$ cat src/rtl/xbox_mem_arb_if.sv
// ---------------------------------------------------------------------------
// xbox_mem_arb_if
// Bundles the per-master request side and the shared memory side of the
// xbox_mem_arb round-robin arbiter.
//   req_addr/req_wdata/req_be  per-master access payload
//   req_rd/req_wr/req_lock     per-master level requests, held until granted
//   req_gnt/req_rvalid         one-hot grant and read-return strobes
//   req_rdata                  read data broadcast to all masters
//   mem_*                      single port towards the shared memory
// Modports:
//   slave  - the arbiter's view (consumes requests, drives grants and memory)
//   master - the environment's view (masters plus the memory model)
// ---------------------------------------------------------------------------
interface xbox_mem_arb_if #(
    parameter int NUM_REQ            = 2,
    parameter int LOG2_LINES_PER_MEM = 4
);
    logic [NUM_REQ-1:0][LOG2_LINES_PER_MEM-1:0] req_addr;
    logic [NUM_REQ-1:0][7:0][31:0]              req_wdata;
    logic [NUM_REQ-1:0][31:0]                   req_be;
    logic [NUM_REQ-1:0]                         req_rd;
    logic [NUM_REQ-1:0]                         req_wr;
    logic [NUM_REQ-1:0]                         req_lock;
    logic [NUM_REQ-1:0]                         req_gnt;
    logic [NUM_REQ-1:0]                         req_rvalid;
    logic [7:0][31:0]                           req_rdata;
    logic [LOG2_LINES_PER_MEM-1:0]              mem_addr;
    logic [7:0][31:0]                           mem_wdata;
    logic [31:0]                                mem_be;
    logic                                       mem_rd;
    logic                                       mem_wr;
    logic [7:0][31:0]                           mem_rdata;

    modport slave (
        input  req_addr, req_wdata, req_be, req_rd, req_wr, req_lock, mem_rdata,
        output req_gnt, req_rvalid, req_rdata,
        output mem_addr, mem_wdata, mem_be, mem_rd, mem_wr
    );

    modport master (
        output req_addr, req_wdata, req_be, req_rd, req_wr, req_lock, mem_rdata,
        input  req_gnt, req_rvalid, req_rdata,
        input  mem_addr, mem_wdata, mem_be, mem_rd, mem_wr
    );
endinterface

$ cat src/rtl/xbox_mem_arb.sv
// ---------------------------------------------------------------------------
// xbox_mem_arb
// Round-robin arbiter sharing one memory port between NUM_REQ masters.
// At most one access is granted per cycle (combinational grant, the access
// executes in the grant cycle); read data is routed back to the reader one
// cycle later. A master may lock the port; a watchdog forces the release
// after MAX_LOCK cycles in the locked state.
// Ports:
//   clk, rst      clock, synchronous active-high reset
//   bus           request + memory signals (xbox_mem_arb_if.slave)
//   lock_timeout  one-cycle pulse on the cycle a lock is forcibly released
//   gnt_cnt       per-master saturating grant counters
// ---------------------------------------------------------------------------
module xbox_mem_arb #(
    parameter int NUM_REQ            = 2,
    parameter int LOG2_LINES_PER_MEM = 4,
    parameter int MAX_LOCK           = 64
) (
    input  logic                      clk,
    input  logic                      rst,
    xbox_mem_arb_if.slave             bus,
    output logic                      lock_timeout,
    output logic [NUM_REQ-1:0][15:0]  gnt_cnt
);
    localparam int IW = $clog2(NUM_REQ);

    typedef enum logic {ARB, LOCKED} state_t;

    state_t         state_reg;
    logic [IW-1:0]  ptr_reg;
    logic [IW-1:0]  owner_reg;
    logic [15:0]    lock_cnt_reg;
    logic [IW-1:0]  rd_owner_reg;
    logic           rd_valid_reg;
    logic [15:0]    cnt_reg [NUM_REQ];

    logic [NUM_REQ-1:0] active;
    logic [IW-1:0]      win;
    logic               win_found;
    logic [IW-1:0]      sel;
    logic               granted;
    logic               owner_lock;
    logic               timeout_hit;

    // Modulo-NUM_REQ increment without a divider (NUM_REQ need not be a power of 2).
    function automatic logic [IW-1:0] wrap_inc(input logic [IW-1:0] v);
        return (v == IW'(NUM_REQ - 1)) ? '0 : v + IW'(1);
    endfunction

    assign active = bus.req_rd | bus.req_wr;

    // Rotating priority search starting at ptr_reg.
    always_comb begin
        logic [IW-1:0] cand;
        win       = '0;
        win_found = 1'b0;
        cand      = ptr_reg;
        for (int k = 0; k < NUM_REQ; k++) begin
            if (!win_found && active[cand]) begin
                win       = cand;
                win_found = 1'b1;
            end
            cand = wrap_inc(cand);
        end
    end

    assign sel         = (state_reg == LOCKED) ? owner_reg : win;
    assign granted     = !rst && ((state_reg == LOCKED) ? active[owner_reg] : win_found);
    assign owner_lock  = bus.req_lock[owner_reg];
    // Forced release only when the owner still wants the lock at the last allowed cycle.
    assign timeout_hit = (state_reg == LOCKED) && owner_lock &&
                         (lock_cnt_reg == 16'(MAX_LOCK - 1));
    assign lock_timeout = !rst && timeout_hit;

    // Memory port is a straight pass-through from the selected master.
    // A combined rd+wr request is executed as a write only.
    always_comb begin
        bus.req_gnt = '0;
        if (granted) begin
            bus.req_gnt[sel] = 1'b1;
        end
        bus.mem_addr  = bus.req_addr[sel];
        bus.mem_wdata = bus.req_wdata[sel];
        bus.mem_be    = granted ? bus.req_be[sel] : '0;
        bus.mem_wr    = granted & bus.req_wr[sel];
        bus.mem_rd    = granted & bus.req_rd[sel] & ~bus.req_wr[sel];
    end

    assign bus.req_rdata = bus.mem_rdata;

    generate
        for (genvar gi = 0; gi < NUM_REQ; gi++) begin : g_per_master
            assign bus.req_rvalid[gi] = !rst && rd_valid_reg && (rd_owner_reg == IW'(gi));
            assign gnt_cnt[gi]        = cnt_reg[gi];

            always_ff @(posedge clk) begin
                if (rst) begin
                    cnt_reg[gi] <= '0;
                end else if (bus.req_gnt[gi] && (cnt_reg[gi] != 16'hFFFF)) begin
                    cnt_reg[gi] <= cnt_reg[gi] + 16'd1;
                end
            end
        end
    endgenerate

    always_ff @(posedge clk) begin
        if (rst) begin
            state_reg    <= ARB;
            ptr_reg      <= '0;
            owner_reg    <= '0;
            lock_cnt_reg <= '0;
            rd_owner_reg <= '0;
            rd_valid_reg <= 1'b0;
        end else begin
            rd_valid_reg <= bus.mem_rd;
            rd_owner_reg <= sel;
            if (state_reg == ARB) begin
                if (granted) begin
                    ptr_reg <= wrap_inc(win);
                    if (bus.req_lock[win]) begin
                        state_reg    <= LOCKED;
                        owner_reg    <= win;
                        lock_cnt_reg <= '0;
                    end
                end
            end else begin
                // Owner dropping the lock releases even if it is accessing this cycle.
                if (!owner_lock || timeout_hit) begin
                    state_reg    <= ARB;
                    ptr_reg      <= wrap_inc(owner_reg);
                    lock_cnt_reg <= '0;
                end else begin
                    lock_cnt_reg <= lock_cnt_reg + 16'd1;
                end
            end
        end
    end
endmodule

$ cat src/flat_wrapper.sv
// flat-port wrapper written by rule: the top's interface ports become plain ports
module xbox_mem_arb_flat 
#(
    parameter int NUM_REQ            = 2,
    parameter int LOG2_LINES_PER_MEM = 4,
    parameter int MAX_LOCK           = 64
)
  (clk, rst, lock_timeout, gnt_cnt, bus_req_addr, bus_req_wdata, bus_req_be, bus_req_rd, bus_req_wr, bus_req_lock, bus_mem_rdata, bus_req_gnt, bus_req_rvalid, bus_req_rdata, bus_mem_addr, bus_mem_wdata, bus_mem_be, bus_mem_rd, bus_mem_wr);
  xbox_mem_arb_if #(.NUM_REQ(NUM_REQ), .LOG2_LINES_PER_MEM(LOG2_LINES_PER_MEM)) bus_i ();
  input  logic clk;
  input  logic rst;
  output logic lock_timeout;
  output logic [NUM_REQ-1:0][15:0] gnt_cnt;
  input wire logic [$bits(bus_i.req_addr)-1:0] bus_req_addr;
  input wire logic [$bits(bus_i.req_wdata)-1:0] bus_req_wdata;
  input wire logic [$bits(bus_i.req_be)-1:0] bus_req_be;
  input wire logic [$bits(bus_i.req_rd)-1:0] bus_req_rd;
  input wire logic [$bits(bus_i.req_wr)-1:0] bus_req_wr;
  input wire logic [$bits(bus_i.req_lock)-1:0] bus_req_lock;
  input wire logic [$bits(bus_i.mem_rdata)-1:0] bus_mem_rdata;
  output wire logic [$bits(bus_i.req_gnt)-1:0] bus_req_gnt;
  output wire logic [$bits(bus_i.req_rvalid)-1:0] bus_req_rvalid;
  output wire logic [$bits(bus_i.req_rdata)-1:0] bus_req_rdata;
  output wire logic [$bits(bus_i.mem_addr)-1:0] bus_mem_addr;
  output wire logic [$bits(bus_i.mem_wdata)-1:0] bus_mem_wdata;
  output wire logic [$bits(bus_i.mem_be)-1:0] bus_mem_be;
  output wire logic [$bits(bus_i.mem_rd)-1:0] bus_mem_rd;
  output wire logic [$bits(bus_i.mem_wr)-1:0] bus_mem_wr;
  assign bus_i.req_addr = bus_req_addr;
  assign bus_i.req_wdata = bus_req_wdata;
  assign bus_i.req_be = bus_req_be;
  assign bus_i.req_rd = bus_req_rd;
  assign bus_i.req_wr = bus_req_wr;
  assign bus_i.req_lock = bus_req_lock;
  assign bus_i.mem_rdata = bus_mem_rdata;
  assign bus_req_gnt = bus_i.req_gnt;
  assign bus_req_rvalid = bus_i.req_rvalid;
  assign bus_req_rdata = bus_i.req_rdata;
  assign bus_mem_addr = bus_i.mem_addr;
  assign bus_mem_wdata = bus_i.mem_wdata;
  assign bus_mem_be = bus_i.mem_be;
  assign bus_mem_rd = bus_i.mem_rd;
  assign bus_mem_wr = bus_i.mem_wr;
  xbox_mem_arb #(.NUM_REQ(NUM_REQ), .LOG2_LINES_PER_MEM(LOG2_LINES_PER_MEM), .MAX_LOCK(MAX_LOCK)) u_core (.clk(clk), .rst(rst), .bus(bus_i), .lock_timeout(lock_timeout), .gnt_cnt(gnt_cnt));
endmodule
$ cat config.mk
export PLATFORM = sky130hd
export DESIGN_NAME = xbox_mem_arb_flat
export DESIGN_NICKNAME = d
export VERILOG_FILES = /design/src/rtl/xbox_mem_arb_if.sv /design/src/rtl/xbox_mem_arb.sv /design/src/flat_wrapper.sv
export SDC_FILE = /design/constraint.sdc
export NUM_CORES = 1
export LEC_CHECK = 0
export BUFFER_PORTS_ARGS = -buffer_cell sky130_fd_sc_hd__buf_2
export CAP_MARGIN = 20
export CORE_AREA = 2 2 552 554
export CTS_CLUSTER_SIZE = 14
export DETAILED_ROUTE_END_ITERATION = 6
export DIE_AREA = 0 0 554 556
export MAX_ROUTING_LAYER = met4
export SYNTH_ARGS = -nofsm -noshare
export SYNTH_HDL_FRONTEND = slang
export SYNTH_SLANG_ARGS = --single-unit
$ cat constraint.sdc
create_clock -name clk -period 3 [get_ports clk]
set_input_delay 0.6 -clock clk [delete_from_list [all_inputs] [get_ports clk]]
set_output_delay 0.6 -clock clk [all_outputs]
set_load 0.02 [all_outputs]
# ---- Yosys cells after proc, flatten, opt, wreduce, memory -nomap -nowiden
# Memories as Yosys holds them, arrays and structs flattened.
# Cells that the tools add are included.
dict set report classes {
  addsub 6
  mul 0
  n_div 0
  order_cmp 6
  eq_ne 4
  shifts 0
  n_mux 54
  bitwise_logic 9
  reduce_logical 20
}
# op n
set ops {}
lappend ops {{256-bit 2-to-1 mux} 2}
lappend ops {{16-bit 2-to-1 mux} 6}
lappend ops {{32-bit 2-to-1 mux} 3}
lappend ops {{16-bit by 1-bit adder with 16-bit output, second input constant} 3}
lappend ops {{1-bit 2-to-1 mux} 39}
lappend ops {{16-bit != test, second input constant} 2}
lappend ops {{16-bit by 6-bit == test with 1-bit output, second input constant} 1}
lappend ops {{1-bit logical AND} 11}
lappend ops {{1-bit by 2-bit < comparator with 1-bit output, second input constant} 5}
lappend ops {{4-bit 2-to-1 mux} 2}
lappend ops {{2-bit AND reduction} 2}
lappend ops {{2-bit nonzero test} 2}
lappend ops {{1-bit adder, second input constant} 3}
lappend ops {{1-bit AND} 3}
lappend ops {{1-bit zero test} 3}
lappend ops {{1-bit NOT} 3}
lappend ops {{3-bit AND reduction} 1}
lappend ops {{2-bit 2-to-1 mux} 1}
lappend ops {{2-bit != test, second input constant} 1}
lappend ops {{1-bit bitwise OR} 2}
lappend ops {{2-bit bitwise OR} 1}
lappend ops {{1-bit demux with 1-bit select} 1}
lappend ops {{1-bit >= comparator, second input constant} 1}
lappend ops {{1-bit logical OR} 1}
dict set report totals {
  regBits 21
  latch_bits 0
  mem_bits_rw 32
  romBits 0
  in_bits 848
  output_inout_bits 587
  elab_cells 106
  n_memories 1
}
# memory depth word_bits rd rd_clocked_by_memory_dff wr line
set mem_list {}
lappend mem_list {u_core.cnt_reg 2 16 2 0 2 xbox_mem_arb.sv:35} ;# logic [15:0] cnt_reg [NUM_REQ];

# ---- Longest topological paths before layout
# Gate-level depths: netlist of run 1.
dict set report depth {
  depth_word 18
  depth_mapped 8
  ltp_nobuf 6
}

# ---- Worst setup path after synthesis of run 1
# No wires, ideal clock.
dict set report synth_timing {
  path_type {input-to-output}
  start {input bus_req_wr[1]}
  end {output bus_mem_wr}
  t_arrival_ps 2110
  t_required_ps 2400
  setup_slack_ps 290
  path_stages 7
  path_buffers 3
  path_cell_list {or2_1 -> buf_6 -> a31oi_2 -> buf_2 -> buf_4 -> nand2_1 -> a221oi_1}
}
dict set report synth_via {
  elab_chain_cells 11
  word_cells_on_any_way 19
  classes_between {mux (14); bitwise (2); reduce/logical (3)}
}
# element line
set synth_rtl {}
lappend synth_rtl {{start: declaration} flat_wrapper.sv:18} ;# input wire logic [$bits(bus_i.req_wr)-1:0] bus_req_wr;
lappend synth_rtl {{2-bit bitwise OR} xbox_mem_arb.sv:50} ;# assign active = bus.req_rd | bus.req_wr;
lappend synth_rtl {{1-bit 2-to-1 mux (implied by the code) (2 in a row)} xbox_mem_arb.sv:59} ;# if (!win_found && active[cand]) begin
lappend synth_rtl {{1-bit 2-to-1 mux} xbox_mem_arb.sv:59}
lappend synth_rtl {{1-bit zero test} xbox_mem_arb.sv:59}
lappend synth_rtl {{1-bit logical AND} xbox_mem_arb.sv:59}
lappend synth_rtl {{1-bit 2-to-1 mux} xbox_mem_arb.sv:59}
lappend synth_rtl {{1-bit 2-to-1 mux} xbox_mem_arb.sv:67} ;# assign sel = (state_reg == LOCKED) ? owner_reg : win;
lappend synth_rtl {{1-bit 2-to-1 mux (implied by the code) (2 in a row)} xbox_mem_arb.sv:85} ;# bus.mem_wr = granted & bus.req_wr[sel];
lappend synth_rtl {{1-bit AND *} xbox_mem_arb.sv:85}
lappend synth_rtl {{end: declaration} flat_wrapper.sv:28} ;# output wire logic [$bits(bus_i.mem_wr)-1:0] bus_mem_wr;
# Every way passes the cells marked *; elsewhere a longest branch is shown, timed or not. The select of a mux whose other input is x is not followed.

# ---- Worst setup path in the final report of run 1
dict set report layout_timing {
  start {register u_core.state_reg}
  end {output bus_mem_wdata[145]}
}
dict set report layout_via {
  elab_chain_cells 3
}
# element line
set layout_rtl {}
lappend layout_rtl {{start: declaration} xbox_mem_arb.sv:29} ;# state_t state_reg;
lappend layout_rtl {{start signal: assignment} xbox_mem_arb.sv:108} ;# state_reg <= ARB;
lappend layout_rtl {{start signal: assignment} xbox_mem_arb.sv:121} ;# state_reg <= LOCKED;
lappend layout_rtl {{start signal: assignment} xbox_mem_arb.sv:129} ;# state_reg <= ARB;
lappend layout_rtl {{1-bit 2-to-1 mux} xbox_mem_arb.sv:67}
lappend layout_rtl {{256-bit 2-to-1 mux (implied by the code) (2 in a row)} xbox_mem_arb.sv:83} ;# bus.mem_wdata = bus.req_wdata[sel];
lappend layout_rtl {{end: declaration} flat_wrapper.sv:25} ;# output wire logic [$bits(bus_i.mem_wdata)-1:0] bus_mem_wdata;
# No other way between the ends. The select of a mux whose other input is x is not followed.

==> results.env, run 1 <==
MAX-CAP-VIOLATIONS=0
FIN_AREA_MM2=0.0197
SYNTHCELLS=1439
WORST_EP_ARRIVAL_NS=2.41
CTS_INSERTED_BUFFERS=5
CORE_REGION_AREA_MM2=0.302
CLKTRANSATPATHREGS_NS=0.08
CRIT_TYPE='flop to output port'
GRT_PASS1_WL_UM=271000
DETAILROUTE.WIRELENGTH.MET3_UM=70400
GRT_USAGE_PCT=15.5
ROUTE.DETAILED.WL_PER_INST_UM=38.9
FINISH.NET_COUNT=2998
DIE_HEIGHT_UM=556
YOSYS_WARNINGS=0
CTS-HOLD-FIX-BUFFERS=0
TIMING.FINAL.SETUP_VIOLATIONS=1
SINKS_ON_THE_CLOCK_NET=53
SYNTH-MAIN-FF-CELL='edfxtp_1'
FMAX_MHz=332
DESIGN.DIE.AREA_MM2=0.308
ASYNC_RESET_FF_SHARE_PCT=0
TOTALPOWERFINAL_uW=8480
SYNTH_EDF_COUNT=32
POST_SYNTHESIS_NET_COUNT=2290
SYNTH_TOP_AREA_CELL='nand2_1'
CLOCK_TREE.ROOT_CELL='clkbuf_16'
CTSLONGESTPATHBUFFERS=2
TIMING.CRITICAL_PATH.REQUIRED_NS=2.40
CTS_MAX_LEVEL=2
POWER_LEAKAGE_uW=0.00855
TOTALWIRELENGTH_UM=243000
CLOCK_SKEW_NS=0.00767
NETLIST.AREA_LEADER.SHARE_PCT=35.9
ANTENNA_LEFT=0
REGAREA_MM2=0.00139
MAX-SLEW-MARGIN-REL_PCT=60.1
HOLD_PATH.CLASS='flop to flop'
SETUP_TNS_NS=-0.00869
PERIOD_NEEDED_NS=3.01
PEAK_IR_DROP_ON_THE_VDD_NETWORK_V=0.000206
TIMING_WORST_SLEW_PIN_VALUE_NS=0.594
DRC_VIOLATIONS_LEFT=0
ROUTED-WL-MET2_UM=97600
CRIT_PATH_END_KIND='output port'
N_FILL_CELL=35810
GRT_MAX_DEGREE=39
FINAL_SETUP_MARGIN_NS=-0.00869
CLK_LATENCY_NS=0.30
YOSYS-TOP-CELLS-AREA='nand2_1, buf_4, edfxtp_1'
DR.PASS1.ITERS=5
ANTENNA_FOUND_INITIAL=205
INITIALDRTVIOLATIONCOUNT=1039
LAYOUT-AREA-OVERHEAD-VS-SYNTH_PCT=134
RSZ0062_AT_GRT='true'
SYNTH_AREA_MM2=0.00840
YOSYSSEQAREASHARE_PCT=16.4
NETLIST-CELL-TYPE-COUNT=53
FINALHOLDVIOLATIONS=0
DP_HPWL_UM=231000
SYNTH_AREA_PER_CELL_UM2=5.84
CLOCK_TREE_FROM_TRITONCTS='built'
TOTAL_AREA_OF_MULTI_INPUT_COMBINATIONAL_CELLS_MM2=0.00505
VIOLATIONS_IN_THE_FINAL_REPORTS='setup timing'
NUM_VIAS=13775
NUMBER_OF_SLEW_LIMIT_VIOLATIONS_IN_THE_FINAL_REPORT=0
DR_VIAS_CELL=2.20
PLACEMENT_ROWS=202
POSTSYNTHREGISTERBITS=53
STATUS='complete, but fails checks'
FINALWEIGHTEDCONGESTION=1.03
CRIT_PATH_START_KIND='flop'
INITIAL_CORE_UTIL_PCT=2.78
QUANTITY_OF_I_O_BUFFERS_INSERTED_ON_PORTS=922
FINAL.PERIOD_UTILIZATION_PCT=100
DRIVE_ABOVE_1_SHARE_PCT=52.9
CRIT_FANOUT=8
TOP_SIGNAL_LAYER_USED='met4'
POST_DP_CELL_AREA_MM2=0.0183
OVERFLOW_LEFT_AFTER_GLOBAL_ROUTING=0
ROUTE.LAYER.MET1.WL_UM=66400
I_O_PIN_CNT=1435
TOTAL_POWER_DIVIDED_BY_CELL_AREA_mW_PER_MM2=431
VIAS_IN_THE_FIRST_GLOBAL_ROUTE=12747
LARGEST_REG_FLOPS=32
CHIPWIDTH_UM=554
## worst max-delay path, cell delays in order, from the launching register on
cell and delay [ns]:
dfxtp_2 0.36, and2_1 0.19, buf_4 0.17, a31oi_4 0.22, buf_4 0.17, buf_6 0.10
buf_12 0.16, buf_16 0.17, nand2_2 0.14, nand2_4 0.14, buf_2 0.19
## final timing paths
kind	start	end	slack, ns	cells after the start
setup / recovery	u_core.state_reg	bus_mem_wdata[145]	-0.009	10
hold / removal	u_core.lock_cnt_reg[15]	u_core.lock_cnt_reg[15]	0.50	1
setup reg to reg	u_core.state_reg	u_core.cnt_reg[0][7]	0.68	11
hold reg to reg	u_core.lock_cnt_reg[15]	u_core.lock_cnt_reg[15]	0.50	1
## through the flow
step / hold WS, ns / worst slack, ns / std cells / utilization, %
after CTS: 0.499 / -0.0619 / 6116 / 6.24
after global placement: 0.478 / -0.645 / 6097 / 6.06
after global routing: 0.521 / -0.0782 / 6247 / 6.51
final: 0.496 / -0.00869 / 6254 / 6.51
after detailed placement: 0.487 / -0.654 / 6097 / 6.06
after floorplan: 0.448 / 0.290 / 1439 / -
## metal layers
layer,global-route usage [%],vias to the layer above
met5,-,-
met4,4.21,0
met3,20.0,376
met2,21.7,1483
met1,11.9,6000
li1,-,5916
## cells in the final DEF, fill, tap and decap left out, drive strengths merged, types with 8 or more instances in the layout
cell	synthesis	layout
a211oi	9	9
and3	11	11
clkbuf	27	22
edfxtp	32	32
buf	305	1016
nand4	12	12
nand2	803	803
xnor2	8	8
nand3	26	26
xor2	20	20
dfxtp	21	21
a21oi	12	12
diode	0	128
a22o	32	32
nor2	44	44
## power breakdown
part	total, µW	leakage [µW]	internal (µW)	switching [µW]
Clock	613	0.0000688	316	297
Combinational	6940	0.00797	2460	4480
Sequential	920	0.000511	844	75.4
## area by class of cell
| type | count | area share (%) |
|---|---|---|
| Clock inverter | 3 | 0.134 |
| Tap cell | 3978 | 25.3 |
| Sequential cell | 53 | 7.04 |
| Timing Repair Buffer | 1033 | 39.5 |
| Multi-Input combinational cell | 1049 | 25.7 |
| Inverter | 5 | 0.0954 |
| Antenna cell | 128 | 1.63 |
| Clock buffer | 5 | 0.636 |
## synthesized netlist by cell type, types with 2 or more instances
cell,n
o21ai_1,3
buf_2,28
nor3b_1,2
a211oi_1,8
a21oi_1,11
nand4_1,12
a311oi_1,5
edfxtp_1,32
xnor2_1,8
a32oi_1,2
xor2_1,20
and3_1,9
or3_1,6
inv_2,2
buf_4,268
nor2b_1,2
dfxtp_1,21
clkbuf_1,27
ha_1,3
nand3_1,25
nand2_1,803
buf_1,3
o31ai_1,2
nor4_1,2
a31oi_1,6
o21ai_0,4
nor3_1,6
and2_1,7
and4_1,7
a22o_1,32
nor2_1,44
buf_6,6
inv_1,3
## cells by family after synthesis
group,Yosys count,share of synthesized area (%)
simple gates,931,44.1
buf+inv,337,28.0
compound gates,86,8.00
flops,53,16.4
xor+xnor,28,2.92
fa+ha+maj,3,0.447
mux,1,0.119
## what timing repair did
action	in CTS	in global routing
gates resized for setup	74	124
gates cloned	3	4
buffers inserted	8	6
endpoints found under the setup margin	117	81
pin swaps	5	5
Note: power is estimated with default switching activity, not from simulation.
==> run 2, diff against run 1 <==
Settings changed: ABC_AREA from default to 1, ABC_CLOCK_PERIOD_IN_PS from default to 3000, CORE_AREA 2 2 552 554 to 2 2 551 553, DIE_AREA 0 0 554 556 to 0 0 553 555.
==> run 2 against run 1 <==
  * The run still ends with setup timing left
  * Via count increased by 5.6%
  * Synthesized cell count increased by 11%
  * First-iteration DRC count increased by 4.4%
  * Worst hold slack improved by 0.0016 ns
  * Clock power decreased by 4.6%
  * Die area decreased by 0.36%
  * Non-clock buffer count increased by 4
  * Sequential share of layout area decreased by 0.33 points
  * Largest cell class unchanged
==> results.env, run 2 <==
WORSTPATHCELLLIST='buf_2 -> inv_1 -> nand2_2 -> o21a_1 -> o21ai_4 -> buf_12 -> buf_6 -> nand2_1 -> nand2_1 -> buf_2'
YOSYS_WARNINGS=0
GRT_MAX_DEGREE=31
WORSTHOLDENDPOINT='u_core.owner_reg'
CLOCK_TREE_FROM_TRITONCTS='built'
FINISH.NET_COUNT=3168
INITIAL_CORE_UTIL_PCT=2.88
FINAL.PERIOD_UTILIZATION_PCT=100
HOLD_PATH.CLASS='flop to flop'
DR_VIAS_CELL=2.26
CTS_MAX_LEVEL=2
FF2FF_PATH_DEPTH=7
VIOLATIONS_IN_THE_FINAL_REPORTS='setup timing'
CLOCK_SKEW_NS=0.00767
STARTPOINT_OF_THE_TIGHTEST_HOLD_CHECK_PATH='u_core.owner_reg'
CHIPWIDTH_UM=553
FINALHOLDVIOLATIONS=0
PLACEMENT_ROWS=202
FF2FF_SETUP_SLACK_NS=0.65
NUMBER_OF_SLEW_LIMIT_VIOLATIONS_IN_THE_FINAL_REPORT=0
NETLIST.AREA_LEADER.SHARE_PCT=41.9
N_FILL_CELL=35927
REGAREA_MM2=0.00138
LAYOUT-AREA-OVERHEAD-VS-SYNTH_PCT=138
ANTENNA_FOUND_INITIAL=195
TIMING.CRITICAL_PATH.REQUIRED_NS=2.40
POST_DP_CELL_AREA_MM2=0.0188
RSZ0062_AT_GRT='true'
DRIVE_ABOVE_1_SHARE_PCT=51.1
ROUTE.DETAILED.WL_PER_INST_UM=39.4
DR.PASS1.ITERS=5
LAYOUT_COMMONEST_CELL='nand2_1'
DP_HPWL_UM=241000
LAYOUT.CELLS.MOST_COMMON_LIST='nand2_1, buf_2, buf_12'
SYNTH-MAIN-FF-CELL='edfxtp_1'
SYNTH_AREA_PER_CELL_UM2=5.42
ASYNC_RESET_FF_SHARE_PCT=0
TOTAL_POWER_DIVIDED_BY_CELL_AREA_mW_PER_MM2=478
POST_SYNTHESIS_NET_COUNT=2450
YOSYSSEQAREASHARE_PCT=15.9
FMAX_MHz=332
GRT_PASS1_WL_UM=280000
TIMING.FINAL.SETUP_VIOLATIONS=2
SYNTH_EDF_COUNT=32
CRITPATHSLOWESTCELL='buf_6'
NETLIST-CELL-TYPE-COUNT=32
SYNTH_TOP_AREA_CELL='nand2_1'
TIMING_WORST_SLEW_PIN_VALUE_NS=0.732
R2R-END='u_core.cnt_reg[1][4]'
CTSLONGESTPATHBUFFERS=2
LIBRARY_CELL_WITH_THE_HIGHEST_INSTANCE_COUNT_AFTER_SYNTHESIS='nand2_1'
MIN_DELAY_PATH_DEPTH=2
DESIGN.DIE.AREA_MM2=0.307
STATUS='complete, but fails checks'
CTS-HOLD-FIX-BUFFERS=0
I_O_PIN_CNT=1435
CRIT_TYPE='input port to output port'
NUMBER_OF_BUFFERS_AND_INVERTERS_ON_THE_CRITICAL_PATH=5
QUANTITY_OF_I_O_BUFFERS_INSERTED_ON_PORTS=922
VIAS_IN_THE_FIRST_GLOBAL_ROUTE=13302
CRIT_PATH_END_KIND='output port'
POWER_LEAKAGE_uW=0.00914
SYNTH_AREA_MM2=0.00867
FIN_AREA_MM2=0.0206
FINALWEIGHTEDCONGESTION=1.06
TOTALWIRELENGTH_UM=253000
DIE_HEIGHT_UM=555
PERIOD_NEEDED_NS=3.01
SYNTHTOPCELLSBYCOUNT='nand2_1, buf_4, nor2_1'
TIMING.CRITICAL_PATH.SLOWEST_CELL_DELAY_NS=0.27
DRC_VIOLATIONS_LEFT=0
SETUP_TNS_NS=-0.0257
PEAK_IR_DROP_ON_THE_VDD_NETWORK_V=0.000224
SINKS_ON_THE_CLOCK_NET=53
ANTENNA_LEFT=0
MAX-SLEW-MARGIN-REL_PCT=51.2
NUM_VIAS=14541
CRIT-REG2REG-LAUNCH='u_core.cnt_reg[1][1]'
CLOCK_TREE.ROOT_CELL='clkbuf_16'
POSTSYNTHREGISTERBITS=53
CORE_REGION_AREA_MM2=0.301
GRT_USAGE_PCT=16.1
WORST_EP_ARRIVAL_NS=2.41
LARGEST_REG_FLOPS=32
MAX-CAP-VIOLATIONS=0
FINAL_SETUP_MARGIN_NS=-0.0131
INITIALDRTVIOLATIONCOUNT=1085
CLK_LATENCY_NS=0.30
SYNTHCELLS=1599
CRIT_PATH_START_KIND='input port'
CTS_INSERTED_BUFFERS=5
OVERFLOW_LEFT_AFTER_GLOBAL_ROUTING=0
CRIT_FANOUT=21
YOSYS-TOP-CELLS-AREA='nand2_1, buf_4, edfxtp_1'
CLKTRANSATPATHREGS_NS=0.07
WORST_PATH_DOMINANT_CELL_FAMILY='buffers and inverters'
TOTAL_AREA_OF_MULTI_INPUT_COMBINATIONAL_CELLS_MM2=0.00532
-- run 2: cell count changes after synthesis, moves of 5 or more --
cell	change
nand2_1	+164
a21oi_1	+7
and4_1	-7
inv_1	+42
a311oi_1	-5
a211oi_1	-8
and2_1	-6
nor2_1	+32
a22o_1	-32
or3_1	-6
a31oi_1	-5
and3_1	-9
clkbuf_1	-7
buf_2	+6
-- run 2: worst register-to-register path: stages, from the launching register on --
cell	delay, ns
edfxtp_1	0.48
ha_1	0.27
nand2_2	0.12
nor2_4	0.14
nand2_2	0.09
o31ai_4	0.61
nand2_1	0.15
buf_4	0.24
-- run 2: worst max path at each step --
stage                  startpoint                  to  slack, ns  cells after the start
finish              bus_req_wr[1]   bus_mem_wdata[14]      -0.01                     10
global route        bus_req_rd[0]  bus_mem_wdata[132]      -0.09                     14
CTS                 bus_req_wr[0]       bus_mem_be[0]      -0.03                     13
detailed placement  bus_req_wr[0]  bus_mem_wdata[232]      -0.54                     11
global placement    bus_req_wr[0]  bus_mem_wdata[232]      -0.60                     11
floorplan           bus_req_wr[0]  bus_mem_wdata[100]       0.65                     10
-- run 2: metrics by stage --
step,hold slack [ns],instances,total power (µW),utilization (%),worst slack (ns)
6_report,0.497,6426,9860,6.85,-0.0131
3_5_place_dp,0.491,6263,8840,6.24,-0.541
3_3_place_gp,0.477,6263,8890,6.24,-0.598
4_1_cts,0.501,6277,9710,6.45,-0.0285
2_1_floorplan,0.456,1599,3820,-,0.649
5_1_grt,0.513,6404,10400,6.83,-0.0864
-- run 2: per-layer routing --
layer	vias to the layer above	track usage [%]	wire, µm
li1	6191	-	-
met1	6414	13.2	72200
met2	1523	22.5	103000
met3	413	18.9	68100
met4	0	5.12	10400
met5	-	-	0
-- run 2: cell type report --
cell class	count	area share, %
timing repair buffer	1037	40.3
multi-input combinational	1173	25.8
tap	3978	24.1
sequential	53	6.71
antenna	130	1.58
inverter	47	0.855
clock buffer	7	0.643
clock inverter	1	0.0364
-- run 2: cells by family (layout without fill, tap and decap cells) --
kind of cell             Yosys count  in the layout  synth area share, %
flip-flops                        53             53                 15.9
AND/OR/NAND/NOR                 1105           1105                 49.4
other                              0            130                    0
buffers and inverters            373           1092                 28.5
AO/OA/AOI/OAI                     31             31                 2.31
XOR/XNOR                          34             34                 3.44
adder cells (fa/ha/maj)            3              3                0.433
-- run 2: report_power, final --
| part | total (µW) | internal [µW] | switching [µW] |
|---|---|---|---|
| combinational | 8330 | 3000 | 5330 |
| clock | 585 | 311 | 273 |
| sequential | 948 | 856 | 91.5 |
| total | 9860 | 4170 | 5690 |
-- run 2: repair_timing --
item,in CTS,in global routing
setup endpoints to repair,164,130
pin swaps,8,20
cloned,1,12
gates resized for setup,115,151
buffers inserted,5,8
